[src/rtl/display_pkg.sv]
// Shared constants and types for the multiplexed 7-segment scan controller.
package display_pkg;

  localparam logic [6:0] SEG_OFF = 7'h7F;

  // Active-low {g,f,e,d,c,b,a} patterns indexed by hex value
  localparam logic [6:0] SEG_HEX [16] = '{
    7'b1000000, 7'b1111001, 7'b0100100, 7'b0110000,
    7'b0011001, 7'b0010010, 7'b0000010, 7'b1111000,
    7'b0000000, 7'b0010000, 7'b0001000, 7'b0000011,
    7'b1000110, 7'b0100001, 7'b0000110, 7'b0001110
  };

  typedef enum logic [1:0] {IDLE, BLANK, SHOW} scan_state_t;

endpackage

[src/rtl/hex7seg_dec.sv]
// Combinational hex nibble to active-low 7-segment pattern decoder.
module hex7seg_dec
  import display_pkg::*;
(
  input  logic [3:0] hex_i,
  output logic [6:0] seg_o
);

  assign seg_o = SEG_HEX[hex_i];

endmodule

[src/rtl/display_scan_ctrl.sv]
// Multiplexed common-anode 7-segment scan controller with blanking gaps and a frame-synchronous
// double buffer. Define DISPLAY_SCAN_LZB_EN to enable leading-zero blanking.
module display_scan_ctrl
  import display_pkg::*;
#(
  parameter int unsigned NUM_DIGITS = 4,
  parameter int unsigned SCAN_DIV   = 50000,
  parameter int unsigned BLANK_CYC  = 16
) (
  input  logic                    clk_i,
  input  logic                    rst_ni,
  input  logic                    habilita_i,
  input  logic [4*NUM_DIGITS-1:0] valor_i,
  input  logic [NUM_DIGITS-1:0]   punto_i,
  input  logic                    carga_i,
  output logic [6:0]              segmentos_o,
  output logic                    punto_o,
  output logic [NUM_DIGITS-1:0]   anodos_o,
  output logic                    fin_trama_o
);

  localparam int unsigned CntW = $clog2(SCAN_DIV);
  localparam int unsigned IdxW = (NUM_DIGITS > 1) ? $clog2(NUM_DIGITS) : 1;
  localparam logic [CntW-1:0] CntBlankEnd = CntW'(BLANK_CYC - 1);
  localparam logic [CntW-1:0] CntSlotEnd  = CntW'(SCAN_DIV - 1);
  localparam logic [IdxW-1:0] IdxLast     = IdxW'(NUM_DIGITS - 1);

  scan_state_t             state_q, state_d;
  logic [IdxW-1:0]         idx_q, idx_d;
  logic [CntW-1:0]         cnt_q, cnt_d;
  logic                    wrap;
  logic [4*NUM_DIGITS-1:0] disp_val_q, shad_val_q;
  logic [NUM_DIGITS-1:0]   disp_pt_q, shad_pt_q;
  logic                    pend_q;
  logic [6:0]              seg_q, seg_d, dec_seg;
  logic                    pt_q, pt_d, fin_q, fin_d;
  logic [NUM_DIGITS-1:0]   an_q, an_d, blank_mask;
  logic [3:0]              nib;

  always_comb begin
    state_d = state_q;
    idx_d   = idx_q;
    cnt_d   = cnt_q + 1'b1;
    wrap    = 1'b0;
    if (!habilita_i) begin
      state_d = IDLE;
      idx_d   = '0;
      cnt_d   = '0;
    end else begin
      unique case (state_q)
        IDLE: begin
          state_d = BLANK;
          idx_d   = '0;
          cnt_d   = '0;
        end
        BLANK: if (cnt_q == CntBlankEnd) state_d = SHOW;
        SHOW: begin
          if (cnt_q == CntSlotEnd) begin
            state_d = BLANK;
            cnt_d   = '0;
            if (idx_q == IdxLast) begin
              idx_d = '0;
              wrap  = 1'b1;
            end else begin
              idx_d = idx_q + 1'b1;
            end
          end
        end
        default: begin
          state_d = IDLE;
          idx_d   = '0;
          cnt_d   = '0;
        end
      endcase
    end
  end

`ifdef DISPLAY_SCAN_LZB_EN
  // A digit is dark when it and every higher nibble are zero; digit 0 always shows.
  always_comb begin
    logic zero_above;
    zero_above = 1'b1;
    blank_mask = '0;
    for (int k = NUM_DIGITS - 1; k >= 1; k--) begin
      zero_above    = zero_above & (disp_val_q[4*k +: 4] == 4'h0);
      blank_mask[k] = zero_above;
    end
  end
`else
  assign blank_mask = '0;
`endif

  // Outputs are built from the next state so anodes and segments move with the transition.
  assign nib = disp_val_q[{idx_d, 2'b00} +: 4];

  hex7seg_dec u_dec (
    .hex_i (nib),
    .seg_o (dec_seg)
  );

  always_comb begin
    an_d  = '1;
    seg_d = SEG_OFF;
    pt_d  = 1'b1;
    if (state_d == SHOW && !blank_mask[idx_d]) begin
      an_d[idx_d] = 1'b0;
      seg_d       = dec_seg;
      pt_d        = ~disp_pt_q[idx_d];
    end
    // High during the final cycle of the last digit's slot, i.e. the wrap cycle
    fin_d = (state_d == SHOW) && (idx_d == IdxLast) && (cnt_d == CntSlotEnd);
  end

  always_ff @(posedge clk_i or negedge rst_ni) begin
    if (!rst_ni) begin
      state_q    <= IDLE;
      idx_q      <= '0;
      cnt_q      <= '0;
      disp_val_q <= '0;
      disp_pt_q  <= '0;
      shad_val_q <= '0;
      shad_pt_q  <= '0;
      pend_q     <= 1'b0;
      seg_q      <= SEG_OFF;
      pt_q       <= 1'b1;
      an_q       <= '1;
      fin_q      <= 1'b0;
    end else begin
      state_q <= state_d;
      idx_q   <= idx_d;
      cnt_q   <= cnt_d;
      seg_q   <= seg_d;
      pt_q    <= pt_d;
      an_q    <= an_d;
      fin_q   <= fin_d;
      if (state_q == IDLE || wrap) begin
        if (carga_i) begin
          disp_val_q <= valor_i;
          disp_pt_q  <= punto_i;
          shad_val_q <= valor_i;
          shad_pt_q  <= punto_i;
          pend_q     <= 1'b0;
        end else if (pend_q) begin
          disp_val_q <= shad_val_q;
          disp_pt_q  <= shad_pt_q;
          pend_q     <= 1'b0;
        end
      end else if (carga_i) begin
        shad_val_q <= valor_i;
        shad_pt_q  <= punto_i;
        pend_q     <= 1'b1;
      end
    end
  end

  assign segmentos_o = seg_q;
  assign punto_o     = pt_q;
  assign anodos_o    = an_q;
  assign fin_trama_o = fin_q;

endmodule

[config.mk]
export PLATFORM = sky130hd
export DESIGN_NAME = display_scan_ctrl
export DESIGN_NICKNAME = d
export VERILOG_FILES = /design/src/rtl/display_pkg.sv /design/src/rtl/hex7seg_dec.sv /design/src/rtl/display_scan_ctrl.sv
export SDC_FILE = /design/constraint.sdc
export NUM_CORES = 1
export LEC_CHECK = 0
export ABC_AREA = 1
export ABC_CLOCK_PERIOD_IN_PS = 3700
export CAP_MARGIN = 5
export CORE_MARGIN = 3
export CORE_UTILIZATION = 48
export DETAILED_ROUTE_END_ITERATION = 7
export PLACE_DENSITY = 0.69
export SLEW_MARGIN = 20
export SYNTH_ARGS = -nofsm -noshare
export SYNTH_HDL_FRONTEND = slang
export SYNTH_SLANG_ARGS = --single-unit
export TNS_END_PERCENT = 10
[constraint.sdc]
create_clock -name clk_i -period 3.7 [get_ports clk_i]
set_input_delay 0.925 -clock clk_i [delete_from_list [all_inputs] [get_ports clk_i]]
set_output_delay 0.925 -clock clk_i [all_outputs]
set_load 0.01 [all_outputs]
# Yosys cells after proc, flatten, opt, wreduce, memory -nomap -nowiden
# Memory sizes are Yosys's and may differ from the RTL's.
# Index checks and enable logic that the tools add are counted.
[word_totals]
reg_bits = 74
romBits = 112
input_bits = 24
out_inout_bits = 13
word_cells = 72
mem_count = 1
[op_classes]
n_addsub = 2
order_cmp = 3
eq_ne = 8
shifts = 1
n_mux = 32
bitwise = 3
reduce_logical = 10
[memory_table]
columns = ["name", "words", "width", "rd", "rd_clocked_by_memory_dff", "write_ports", "line", "rtl"]
rows = [
  ["(name not given)", 16, 7, 1, 0, 0, "hex7seg_dec.sv:9", "assign seg_o = SEG_HEX[hex_i];"],
]
[op_table]
columns = ["op", "count"]
rows = [
  ["16-bit 2-to-1 mux", 4],
  ["16-bit equality test (second input constant)", 2],
  ["16-bit case mux with 2 select lines", 1],
  ["7-bit 2-to-1 mux", 3],
  ["16-bit by 1-bit adder with 16-bit output (second input constant)", 1],
  ["16-bit by 4-bit equality test with 1-bit output (second input constant)", 1],
  ["16-bit by 5-bit indexed part select with 4-bit output", 1],
  ["2-bit 2-to-1 mux", 6],
  ["4-bit 2-to-1 mux", 3],
  ["1-bit 2-to-1 mux", 10],
  ["2-bit equality test (second input constant)", 4],
  ["2-bit case mux with 3 select lines", 1],
  ["5-bit >= comparator (second input constant)", 1],
  ["4-bit NOT with 5-bit output", 1],
  ["1-bit binary-select mux with 2-bit select", 2],
  ["1-bit logical AND", 4],
  ["4-bit NOT", 1],
  ["2-bit case mux with 2 select lines", 1],
  ["2-bit nonzero test", 2],
  ["2-bit by 3-bit < comparator with 1-bit output (second input constant)", 1],
  ["2-bit by 1-bit adder with 2-bit output (second input constant)", 1],
  ["1-bit demux with 2-bit select", 1],
  ["2-bit by 1-bit equality test with 1-bit output (second input constant)", 1],
  ["2-bit by 1-bit >= comparator with 1-bit output (second input constant)", 1],
  ["other kinds (5)", 5],
]

# Longest topological paths before layout
# Gate-level depths: netlist of the first run.
[logic_depth]
depth_word = 11
depth_mapped = 19
ltp_nobuf = 18

# Hierarchy
# Synthesis of the first run repeated with hierarchy kept, for this count alone.
[unflattened]
hier_cells = 493
hier_area_um2 = 3853.7
[modules_own_cells]
columns = ["mod", "instances", "cells_each", "area_per_inst_um2", "seq_area_each_um2"]
rows = [
  ["display_scan_ctrl", 1, 444, 3579.7, 1866.8],
  ["hex7seg_dec", 1, 49, 274.0, 0.0],
]

# Worst setup path before layout of the first run
# OpenSTA, ideal clock, no wires.
[synth_path]
kind = "input-to-reg"
from = "input port habilita_i"
to = "register seg_q[1], in the netlist segmentos_o[1]"
setup_ps = 76
t_arrival_ps = 2277
required_time_ps = 3624
setup_slack_ps = 1347
path_stages = 13
path_buffers = 1
cell_sequence = "nand2_1 a21oi_4 nand2_2 buf_6 o21ai_1 nand2_1 nand2_1 inv_1 ha_1 nand3_1 nand2_1 inv_1 nand2_1"
[synth_via]
elab_chain_len = 7
elab_cells_between_ends = 13
classes_between = "eq/ne: 1; shift: 1; mux: 7; bitwise: 1; reduce/logical: 2; memory: 1"
[synth_lines]
columns = ["element", "line", "rtl"]
rows = [
  ["from (decl)", "display_scan_ctrl.sv:12", "input logic habilita_i,"],
  ["2-bit 2-to-1 mux", "display_scan_ctrl.sv:45", "if (!habilita_i) begin"],
  ["16-bit by 5-bit indexed part select with 4-bit output", "display_scan_ctrl.sv:94", "assign nib = disp_val_q[{idx_d, 2'b00} +: 4];"],
  ["4-bit NOT with 5-bit output (implied by the code)", "hex7seg_dec.sv:9", ""],
  ["memory 16 x 7 bit", "n/a", ""],
  ["7-bit 2-to-1 mux (implied by the code) (2 in series)", "hex7seg_dec.sv:9", ""],
  ["7-bit 2-to-1 mux (*)", "display_scan_ctrl.sv:105", "if (state_d == SHOW && !blank_mask[idx_d]) begin"],
  ["net seg_d[1]", "display_scan_ctrl.sv:35", "logic [6:0] seg_q, seg_d, dec_seg;"],
  ["to (signal assigned)", "display_scan_ctrl.sv:132", "seg_q <= seg_d;"],
  ["to (decl)", "display_scan_ctrl.sv:35", ""],
]
# Mark *: on every way through the listed nets, which the timed path passes. The rest lies on a longest branch. The select of a mux whose other input is x is not followed.
# A chain may end at the register's enable or synchronous reset.

# Worst setup path in the final report of the first run
# Ends and elaborated chain as after synthesis.

==> results.ini, run 1 <==
[yosys]
syn_area_um2=3810
synth_seq_cells=74
yosys_warnings=0
synth_cell_types=31
async_flop_share_pct=100
ys.flop_type=dfrtp_1
synth_edf_count=0
postSynthAreaPerCell_um2=8.06
synth.area.top_cells=dfrtp_1 41%, nand2_1 15%, dfstp_2 8.3%
ys_seq_area_share_pct=49.0
synthCells=473
yosysTopAreaCellShare_pct=40.7
synthesis.nets=509
synth_top_cell_by_area=dfrtp_1

[critical_path]
crit_top_cell=nand2_1
reg2reg_slack_ps=1140
path_delay_family=simple AND/OR/NAND/NOR gates
start_kind=input pin
crit_slowest_cell=clkdlybuf4s50_1
cp.buffers_inverters=3
reg2reg_depth=15
reg2reg_from=cnt_q[0]
critPathRequiredTime_ps=3990
crit_path_max_incr_delay_ps=520
cp.arrival_ps=3040
worstPathMaxFanout=11
path_cells=clkdlybuf4s50_1 -> nand2_1 -> a21oi_4 -> nand2_2 -> o21ai_1 -> nand2_1 -> nand2_1 -> inv_1 -> ha_1 -> nand3_1 -> nand2_1 -> inv_1 -> nand2_1
worstReg2RegEnd=segmentos_o[1]
critPathKind=in -> reg
end_kind=register

[floorplan]
die_area_um2=9040
placementRows=31
start_util_pct=50.9
die_h_um=95.1
die_w_um=95.1
coreArea_um2=7490
io_pins=37

[drt]
firstDrtPassIters=4
drc=0
vias=3045
postRouteAntennaNets=0
wl_per_cell_um=12.3
wirelength_um=7580
drtIter0Drc=138
routed_via_density=4.94

[pwr]
leakagePower_uw=0.00222
vdd.ir_drop.worst_uv=369
p_per_area_nw_per_um2=412

[place]
gp_congestion=0.870
io_buffer_count=36
place_hpwl_um=5410
post_dp_cell_area_um2=4250

[clock_tree]
cts_tree=yes
cts_setup_buffers=0
clk_path_buf_depth=2
root_buffer=clkbuf_8
htreeDepth=3
numClockSinks=74
clk_pin_slew_ps=90
clock_latency_ps=350
cts_buffers=9
ctsResizeCount=0
cts-hold-fix-buffers=0

[sta]
rsz0062_at_grt=false
final_hold_viol_count=0
setup_violations=0
tns_ps=0
period_share_pct=74.4
finalMaxSlewViolations=0
worst_slew_pin_slew_ps=902
relSlewSlack_pct=39.8
finClkSkew_ps=11.0
fin_crit_ps=2750
fmax_ghz=0.363

[cells_and_area]
n_antenna_cell=0
stdcell_area_um2=4460
area_growth_pct=17.1
final_nets=548
utilization_pct=59.6
drive_gt1_share_pct=12.0
fillers=695

[run_status]
status=completed

[min_path]
hold_depth=2
hold_start=shad_val_q[13]
hold_path_end=shad_val_q[13]
hold_path.class=reg -> reg

[grt]
antenna_found_initial=0
grt_pass1_vias=2917
grt_pass1_wl_um=13400
grt_max_degree=75
grt.total_usage_pct=18.6
grt-ovfl-total=0

[job]
cap_violations=0

metal layers:
layer	global-route usage, %	vias up	share of wire (%)
li1	-	1575	-
met1	27.2	1404	51
met2	27.5	60	45
met3	3.79	6	3.8
met4	6.25	0	1.1
met5	0	-	0
kinds of logic (layout without fill, tap and decap cells):
kind of cell | count (synthesis) | count (layout) | share of synthesized area, %
AO/OA/AOI/OAI | 35 | 35 | 5.61
AND/OR/NAND/NOR | 285 | 285 | 33.9
flip-flops | 74 | 74 | 49.0
buffers and inverters | 64 | 108 | 6.89
XOR/XNOR | 3 | 3 | 0.690
adder cells (fa/ha/maj) | 12 | 12 | 3.94
worst max-delay path by stage:
stage	slack [ps]	startpoint	to	depth (start not counted)
after CTS	960	habilita_i	segmentos_o[1]	13
after global placement	640	habilita_i	segmentos_o[1]	13
after global routing	750	habilita_i	segmentos_o[1]	13
after floorplan	1350	habilita_i	segmentos_o[1]	13
after detailed placement	590	habilita_i	segmentos_o[1]	13
final	950	habilita_i	segmentos_o[1]	13
cell usage after synthesis, types with 2 or more instances:
master	instances
nand3_1	32
nand3b_1	2
a31oi_1	14
nand2_8	2
nand2_4	6
o21ai_0	11
dfrtp_1	62
buf_6	2
nor2_1	60
o21bai_1	3
ha_1	12
inv_2	3
o21ai_1	4
nand2_2	11
dfstp_2	12
nor3_1	5
xor2_1	3
buf_2	4
nand4_1	10
nand2_1	152
buf_1	2
nor2_4	2
inv_1	49
clkbuf_1	3
through the flow:
step	power (uW)	std cells	setup WS (ps)	hold slack [ps]
finish	1840	616	947	472
detailed placement	1190	600	585	455
global placement	1180	600	641	449
global route	1940	616	747	499
floorplan	1100	473	1350	437
CTS	1850	616	957	476
worst register-to-register path: cells and delay by family (launching register included):
| kind | cells | cell delay [ps] |
|---|---|---|
| AND/OR/NAND/NOR | 9 | 1000 |
| flip-flops | 1 | 390 |
| adder cells (fa/ha/maj) | 2 | 540 |
| AO/OA/AOI/OAI | 2 | 410 |
| buffers and inverters | 2 | 150 |
flip-flops by register name, indices dropped and copies added, names as in the netlist, 2 cells and up:
name         count
anodos_o         4
cnt_q           16
disp_pt_q        4
disp_val_q      16
idx_q            2
segmentos_o      7
shad_pt_q        4
shad_val_q      16
state_q          2
layout by cell type (no fill, tap or decap), types with 2 or more instances in the layout:
cell type	netlist	routed
o21bai_1	3	3
inv_1	49	49
o21ai_1	4	4
buf_4	0	3
dfstp_2	12	12
nand4_1	10	10
nand3b_1	2	2
inv_6	0	3
clkbuf_8	0	9
dfrtp_1	62	62
nor3_1	5	5
inv_2	3	3
nor2_1	60	59
ha_1	12	12
o21ai_0	11	11
xor2_1	3	3
nor2_4	2	2
nand2_2	11	11
nand2_8	2	2
clkdlybuf4s50_1	0	35
nand2_4	6	6
nand2_1	152	152
nor2_2	1	2
nand3_1	32	32
a31oi_1	14	14
report_power, final:
group / internal [uW] / switching (uW) / total, uW
logic: 104 / 170 / 274
registers: 870 / 31.4 / 901
clock network: 325 / 337 / 662
area by class of cell:
class	instances	area, um2	share of cell area [%]
clock buffer	9	124	2.78
tap	99	124	2.78
multi-input combinational	335	1680	37.7
inverter	53	201	4.51
timing repair buffer	39	378	8.47
sequential	74	1870	41.8
clock inverter	7	83.8	1.88
Note: power is estimated with default switching activity, not from simulation.
==> run 2, diff against run 1 <==
--- a/config.mk
+++ b/config.mk
@@ -6,12 +6,12 @@
 export NUM_CORES = 1
 export LEC_CHECK = 0
 export ABC_AREA = 1
-export ABC_CLOCK_PERIOD_IN_PS = 3700
+export ABC_CLOCK_PERIOD_IN_PS = 2250
 export CAP_MARGIN = 5
 export CORE_MARGIN = 3
 export CORE_UTILIZATION = 48
 export DETAILED_ROUTE_END_ITERATION = 7
-export PLACE_DENSITY = 0.69
+export PLACE_DENSITY = 0.72
 export SLEW_MARGIN = 20
 export SYNTH_ARGS = -nofsm -noshare
 export SYNTH_HDL_FRONTEND = slang
==> constraint.sdc (replaced) <==
create_clock -name clk_i -period 2.25 [get_ports clk_i]
set_input_delay 0.5625 -clock clk_i [delete_from_list [all_inputs] [get_ports clk_i]]
set_output_delay 0.5625 -clock clk_i [all_outputs]
set_load 0.01 [all_outputs]
==> results.ini, run 2 (synthesis results as in run 1) <==
[floorplan]
io_pins=37  ; unchanged
coreArea_um2=7490  ; unchanged
die_h_um=95.1  ; unchanged
die_area_um2=9040  ; unchanged
die_w_um=95.1  ; unchanged
placementRows=31  ; unchanged
start_util_pct=50.9  ; unchanged

[drt]
routed_via_density=5.02  ; was 4.94
firstDrtPassIters=4  ; unchanged
drtIter0Drc=174  ; was 138
postRouteAntennaNets=0  ; unchanged
wl_per_cell_um=13.0  ; was 12.3 um
drc=0  ; unchanged
vias=3330  ; was 3045
wirelength_um=8600  ; was 7580 um

[sta]
period_share_pct=98.9
relSlewSlack_pct=73.4  ; was 39.8%
final_hold_viol_count=0  ; unchanged
fmax_ghz=0.449
finalMaxSlewViolations=0  ; unchanged
rsz0062_at_grt=true  ; was false
fin_crit_ps=2230
worst_slew_pin_slew_ps=399  ; was 902 ps
finClkSkew_ps=14.6  ; was 11.0 ps
tns_ps=0  ; unchanged
setup_violations=0  ; unchanged

[critical_path]
worstPathMaxFanout=4  ; was 11
cp.buffers_inverters=2  ; was 3
path_cells=nor2_1 -> nand2_1 -> nor2_4 -> nand2_4 -> a21oi_4 -> buf_6 -> nand3_2 -> nand2_1 -> nand2_1 -> nand2_2 -> buf_6 -> ha_2 -> nand3_2 -> nand2_1 -> nand2_1 -> nand3_1  ; was clkdlybuf4s50_1 -> nand2_1 -> a21oi_4 -> nand2_2 -> o21ai_1 -> nand2_1 -> nand2_1 -> inv_1 -> ha_1 -> nand3_1 -> nand2_1 -> inv_1 -> nand2_1
path_delay_family=simple AND/OR/NAND/NOR gates  ; unchanged
start_kind=register  ; was input pin
critPathKind=reg -> reg  ; was in -> reg
cp.arrival_ps=2520  ; was 3040 ps
end_kind=register  ; unchanged
crit_slowest_cell=dfrtp_1  ; was clkdlybuf4s50_1
crit_top_cell=nand2_1  ; unchanged
critPathRequiredTime_ps=2540  ; was 3990 ps
crit_path_max_incr_delay_ps=410  ; was 520 ps
reg2reg_slack_ps=20  ; was 1140 ps

[place]
dp.cells=634  ; was 600
place_hpwl_um=5960  ; was 5410 um
gp_congestion=0.882  ; was 0.870
io_buffer_count=36  ; unchanged

[pwr]
p_per_area_nw_per_um2=629  ; was 412 nW/um2
leakagePower_uw=0.00248  ; was 0.00222 uW
power_uw=3130  ; was 1840 uW
vdd.ir_drop.worst_uv=379  ; was 369 uV

[clock_tree]
root_buffer=clkbuf_8  ; unchanged
cts-hold-fix-buffers=0  ; unchanged
cts_buffers=9  ; unchanged
clock_latency_ps=350  ; about the same
clk_pin_slew_ps=90  ; about the same
clk_path_buf_depth=2  ; unchanged
numClockSinks=74  ; unchanged
cts_tree=yes  ; unchanged
htreeDepth=3  ; unchanged

[cells_and_area]
instances_no_fill=664  ; was 616
n_antenna_cell=0  ; unchanged
final_cell_mix=144 x nand2_1, 62 x dfrtp_1, 58 x nor2_1  ; was 152 x nand2_1, 62 x dfrtp_1, 59 x nor2_1
final_nets=596  ; was 548
layout_commonest_cell=nand2_1  ; unchanged
drive_gt1_share_pct=23.9  ; was 12.0%
reg_top3=cnt_q: 16 flops, disp_val_q: 16 flops, shad_val_q: 16 flops  ; unchanged
area_growth_pct=30.7  ; was 17.1%
utilization_pct=66.5  ; was 59.6%

[grt]
grt.total_usage_pct=19.5  ; was 18.6%
antenna_found_initial=0  ; unchanged
grt-ovfl-total=0  ; unchanged
grt_pass1_vias=3059  ; was 2917
grt_max_degree=75  ; unchanged
grt_pass1_wl_um=13800  ; was 13400 um

[job]
cap_violations=0  ; unchanged

[min_path]
hold_path.class=in -> async  ; was reg -> reg

[run_status]
status=completed  ; unchanged

==> run 2: cell count changes in the layout (fill, tap and decap cells not counted), moves of 3 or more <==
cell and delta:
nand2_1 -8, nand3_1 -6, buf_4 +43, ha_1 -4, nand2_4 +4, nand3_2 +6, nand2_2 +5, ha_4 +3
inv_1 -4
==> run 2: area by class of cell <==
| type | count | area, um2 |
|---|---|---|
| sequential | 74 | 1870 |
| timing repair buffer | 86 | 763 |
| fill | 586 | 2510 |
| tap | 99 | 124 |
| multi-input combinational | 336 | 1810 |
| clock inverter | 7 | 83.8 |
| clock buffer | 9 | 124 |
| inverter | 53 | 206 |
==> run 2: final timing paths <==
| path | endpoint | startpoint | depth (start not counted) |
|---|---|---|---|
| min in group clk_i | shad_val_q[6] | shad_val_q[6] | 2 |
| max | segmentos_o[3] | cnt_q[11] | 16 |
| max reg2reg | segmentos_o[3] | cnt_q[11] | 16 |
| min reg2reg | shad_val_q[6] | shad_val_q[6] | 2 |
| max in group asynchronous | cnt_q[3] | rst_ni | 2 |
| min | cnt_q[10] | rst_ni | 2 |
==> run 2: layer usage <==
layer  up-vias  wire (um)  global-route usage [%]
li1       1668          -                       -
met1      1576       3980                    26.6
met5         -          0                       0
met2        76       4170                    30.4
met4         0        117                    8.77
met3        10        339                    3.08
==> run 2: where the power goes <==
part | switching [uW] | internal (uW) | total (uW)
logic | 322 | 234 | 556
clock network | 555 | 534 | 1090
registers | 55.3 | 1430 | 1490
==> run 2: repair_timing <==
item	in CTS	in global routing
pin swaps	0	25
resized for setup	0	31
setup endpoints to repair	2	9
buffers inserted	0	13
gates cloned	0	1
==> run 2: through the flow <==
| step | instance area (um2) | worst slack, ps | hold WS [ps] |
|---|---|---|---|
| 6_report | 4980 | 23.7 | 203 |
| 5_1_grt | 4980 | -124 | 258 |
| 4_1_cts | 4750 | -5.17 | 240 |
| 3_5_place_dp | 4540 | -269 | 456 |
| 3_3_place_gp | 4540 | -225 | 449 |
| 2_1_floorplan | 3820 | 16.6 | 267 |
==> run 2: worst register-to-register path: stages, from the launching register on <==
cell,delay (ps)
dfrtp_1,410
nor2_1,110
nand2_1,130
nor2_4,200
nand2_4,90
a21oi_4,170
buf_6,140
nand3_2,80
nand2_1,70
nand2_1,60
nand2_2,120
buf_6,120
ha_2,170
nand3_2,90
nand2_1,100
nand2_1,60
nand3_1,70
==> run 3, diff against run 2 <==
--- a/config.mk
+++ b/config.mk
@@ -11,6 +11,7 @@
 export CORE_MARGIN = 3
 export CORE_UTILIZATION = 48
 export DETAILED_ROUTE_END_ITERATION = 7
+export GPL_TIMING_DRIVEN = 0
 export PLACE_DENSITY = 0.72
 export SLEW_MARGIN = 20
 export SYNTH_ARGS = -nofsm -noshare
==> results.ini, run 3 (synthesis results as in run 1) <==
[grt]
grt.total_usage_pct=20.5  ; was 19.5%
grt_pass1_wl_um=14500  ; was 13800 um
antenna_found_initial=0  ; unchanged
grt_max_degree=53  ; was 75
grt-ovfl-total=0  ; unchanged
grt_pass1_vias=3135  ; was 3059

[drt]
postRouteAntennaNets=0  ; unchanged
drtIter0Drc=148  ; was 174
vias=3338  ; was 3330
drc=0  ; unchanged
firstDrtPassIters=4  ; unchanged
wl_met3_um=418  ; was 339 um
top_layer_used=met4  ; unchanged
wirelength_um=8900  ; was 8600 um
wl_met2_um=4270  ; was 4170 um
routed_via_density=5.09  ; was 5.02
met1_length_um=4050  ; was 3980 um
wl_per_cell_um=13.6  ; was 13.0 um

[clock_tree]
cts_tree=yes  ; unchanged
clk_pin_slew_ps=90  ; about the same
clock_latency_ps=360  ; was 350 ps
numClockSinks=74  ; unchanged
cts_buffers=9  ; unchanged
cts-hold-fix-buffers=0  ; unchanged
clk_path_buf_depth=2  ; unchanged
htreeDepth=3  ; unchanged
root_buffer=clkbuf_8  ; unchanged

[place]
place_hpwl_um=5750  ; was 5960 um
io_buffer_count=36  ; unchanged
gp_congestion=0.885  ; was 0.882

[critical_path]
worstPathMaxFanout=9  ; was 4
reg2reg_from=cnt_q[11]  ; unchanged
end_kind=register  ; unchanged
critPathKind=reg -> reg  ; unchanged
start_kind=register  ; unchanged
cp-startpoint=cnt_q[11]  ; unchanged
cp.arrival_ps=2530  ; was 2520 ps
critPathRequiredTime_ps=2540  ; about the same

[floorplan]
die_w_um=95.1  ; unchanged
die_h_um=95.1  ; unchanged
placementRows=31  ; unchanged
io_pins=37  ; unchanged
start_util_pct=50.9  ; unchanged
die_area_um2=9040  ; unchanged
coreArea_um2=7490  ; unchanged

[run_status]
status=completed  ; unchanged

[sta]
final_hold_viol_count=0  ; unchanged
fin_crit_ps=2240  ; was 2230 ps
tns_ps=0  ; unchanged
setup_violations=0  ; unchanged
period_share_pct=99.7  ; was 98.9%
finalMaxSlewViolations=0  ; unchanged
rsz0062_at_grt=true  ; unchanged
finClkSkew_ps=12.1  ; was 14.6 ps
worst_slew_pin_slew_ps=483  ; was 399 ps
fmax_ghz=0.446  ; was 0.449 GHz
relSlewSlack_pct=67.8  ; was 73.4%

[cells_and_area]
fillers=599  ; was 586
area_growth_pct=29.3  ; was 30.7%
reg_top3=cnt_q: 16 flops, disp_val_q: 16 flops, shad_val_q: 16 flops  ; unchanged
utilization_pct=65.8  ; was 66.5%
final_nets=588  ; was 596
final_cell_mix=139 x nand2_1, 60 x dfrtp_1, 59 x nor2_1  ; was 144 x nand2_1, 62 x dfrtp_1, 58 x nor2_1
n_antenna_cell=0  ; unchanged
layout_commonest_cell=nand2_1  ; unchanged
drive_gt1_share_pct=23.0  ; was 23.9%

[min_path]
hold_path.class=in -> async  ; unchanged

[pwr]
leakagePower_uw=0.00242  ; was 0.00248 uW
p_per_area_nw_per_um2=636  ; was 629 nW/um2
vdd.ir_drop.worst_uv=409  ; was 379 uV

[job]
cap_violations=0  ; unchanged

run 3: worst paths after layout:
check,end,slack (ps),depth (start not counted)
setup reg to reg,segmentos_o[3],6,14
hold / removal,cnt_q[11],90,1
hold reg to reg,shad_pt_q[1],470,2
setup / recovery,segmentos_o[3],6,14
max in group asynchronous,cnt_q[0],1610,2
min in group clk_i,shad_pt_q[1],470,2
run 3: worst max-delay path, cell delays in order, from the launching register on:
cell	delay, ps
dfrtp_1	410
nor2_1	140
nand2_2	110
nor2_4	160
nand2_4	80
a21oi_4	240
nand2_4	140
o21ai_4	160
nand2_2	90
nand2_4	110
inv_4	60
ha_4	260
nand2_1	50
nand3_1	70
nand3_1	80
run 3: routing by layer:
metal	vias to the layer above	track usage, %
met2	89	32.5
met3	15	3.24
met1	1583	28.1
li1	1651	-
met5	-	0
met4	0	8.41
run 3: repair_timing:
action | 4_1_cts | 5_1_grt
gates cloned | 0 | 0
setup endpoints to repair | 7 | 28
pin swaps | 10 | 19
gates resized for setup | 20 | 25
endpoints found under the hold margin | 0 | 0
buffers inserted | 19 | 13
run 3: area by class of cell:
cell class	instances	area, um2	area share [%]
flip-flops and latches	74	1870	37.9
multi-input cells	335	1830	37.2
repair buffers	69	629	12.8
inverters	53	211	4.29
clock buffers	9	124	2.51
well taps	99	124	2.51
clock inverters	7	86.3	1.75
plain buffers	10	51.3	1.04
run 3: power breakdown:
group | total (uW) | leakage (uW) | internal (uW) | switching, uW
logic | 545 | 0.00141 | 218 | 327
clock network | 1100 | 0.000104 | 535 | 569
registers | 1480 | 0.000905 | 1430 | 51.9
run 3: metrics by stage:
| step | setup WS (ps) | std cells | hold WS [ps] | total power, uW | cell area, um2 |
|---|---|---|---|---|---|
| after global routing | -130 | 656 | 94.5 | 3290 | 4930 |
| after global placement | -1850 | 608 | 449 | 1940 | 4300 |
| after CTS | 5.22 | 644 | 94.6 | 3100 | 4770 |
| final | 5.95 | 656 | 88.3 | 3130 | 4930 |
| after floorplan | 16.6 | 473 | 267 | 1810 | 3820 |
| after detailed placement | -562 | 609 | 455 | 1970 | 4330 |
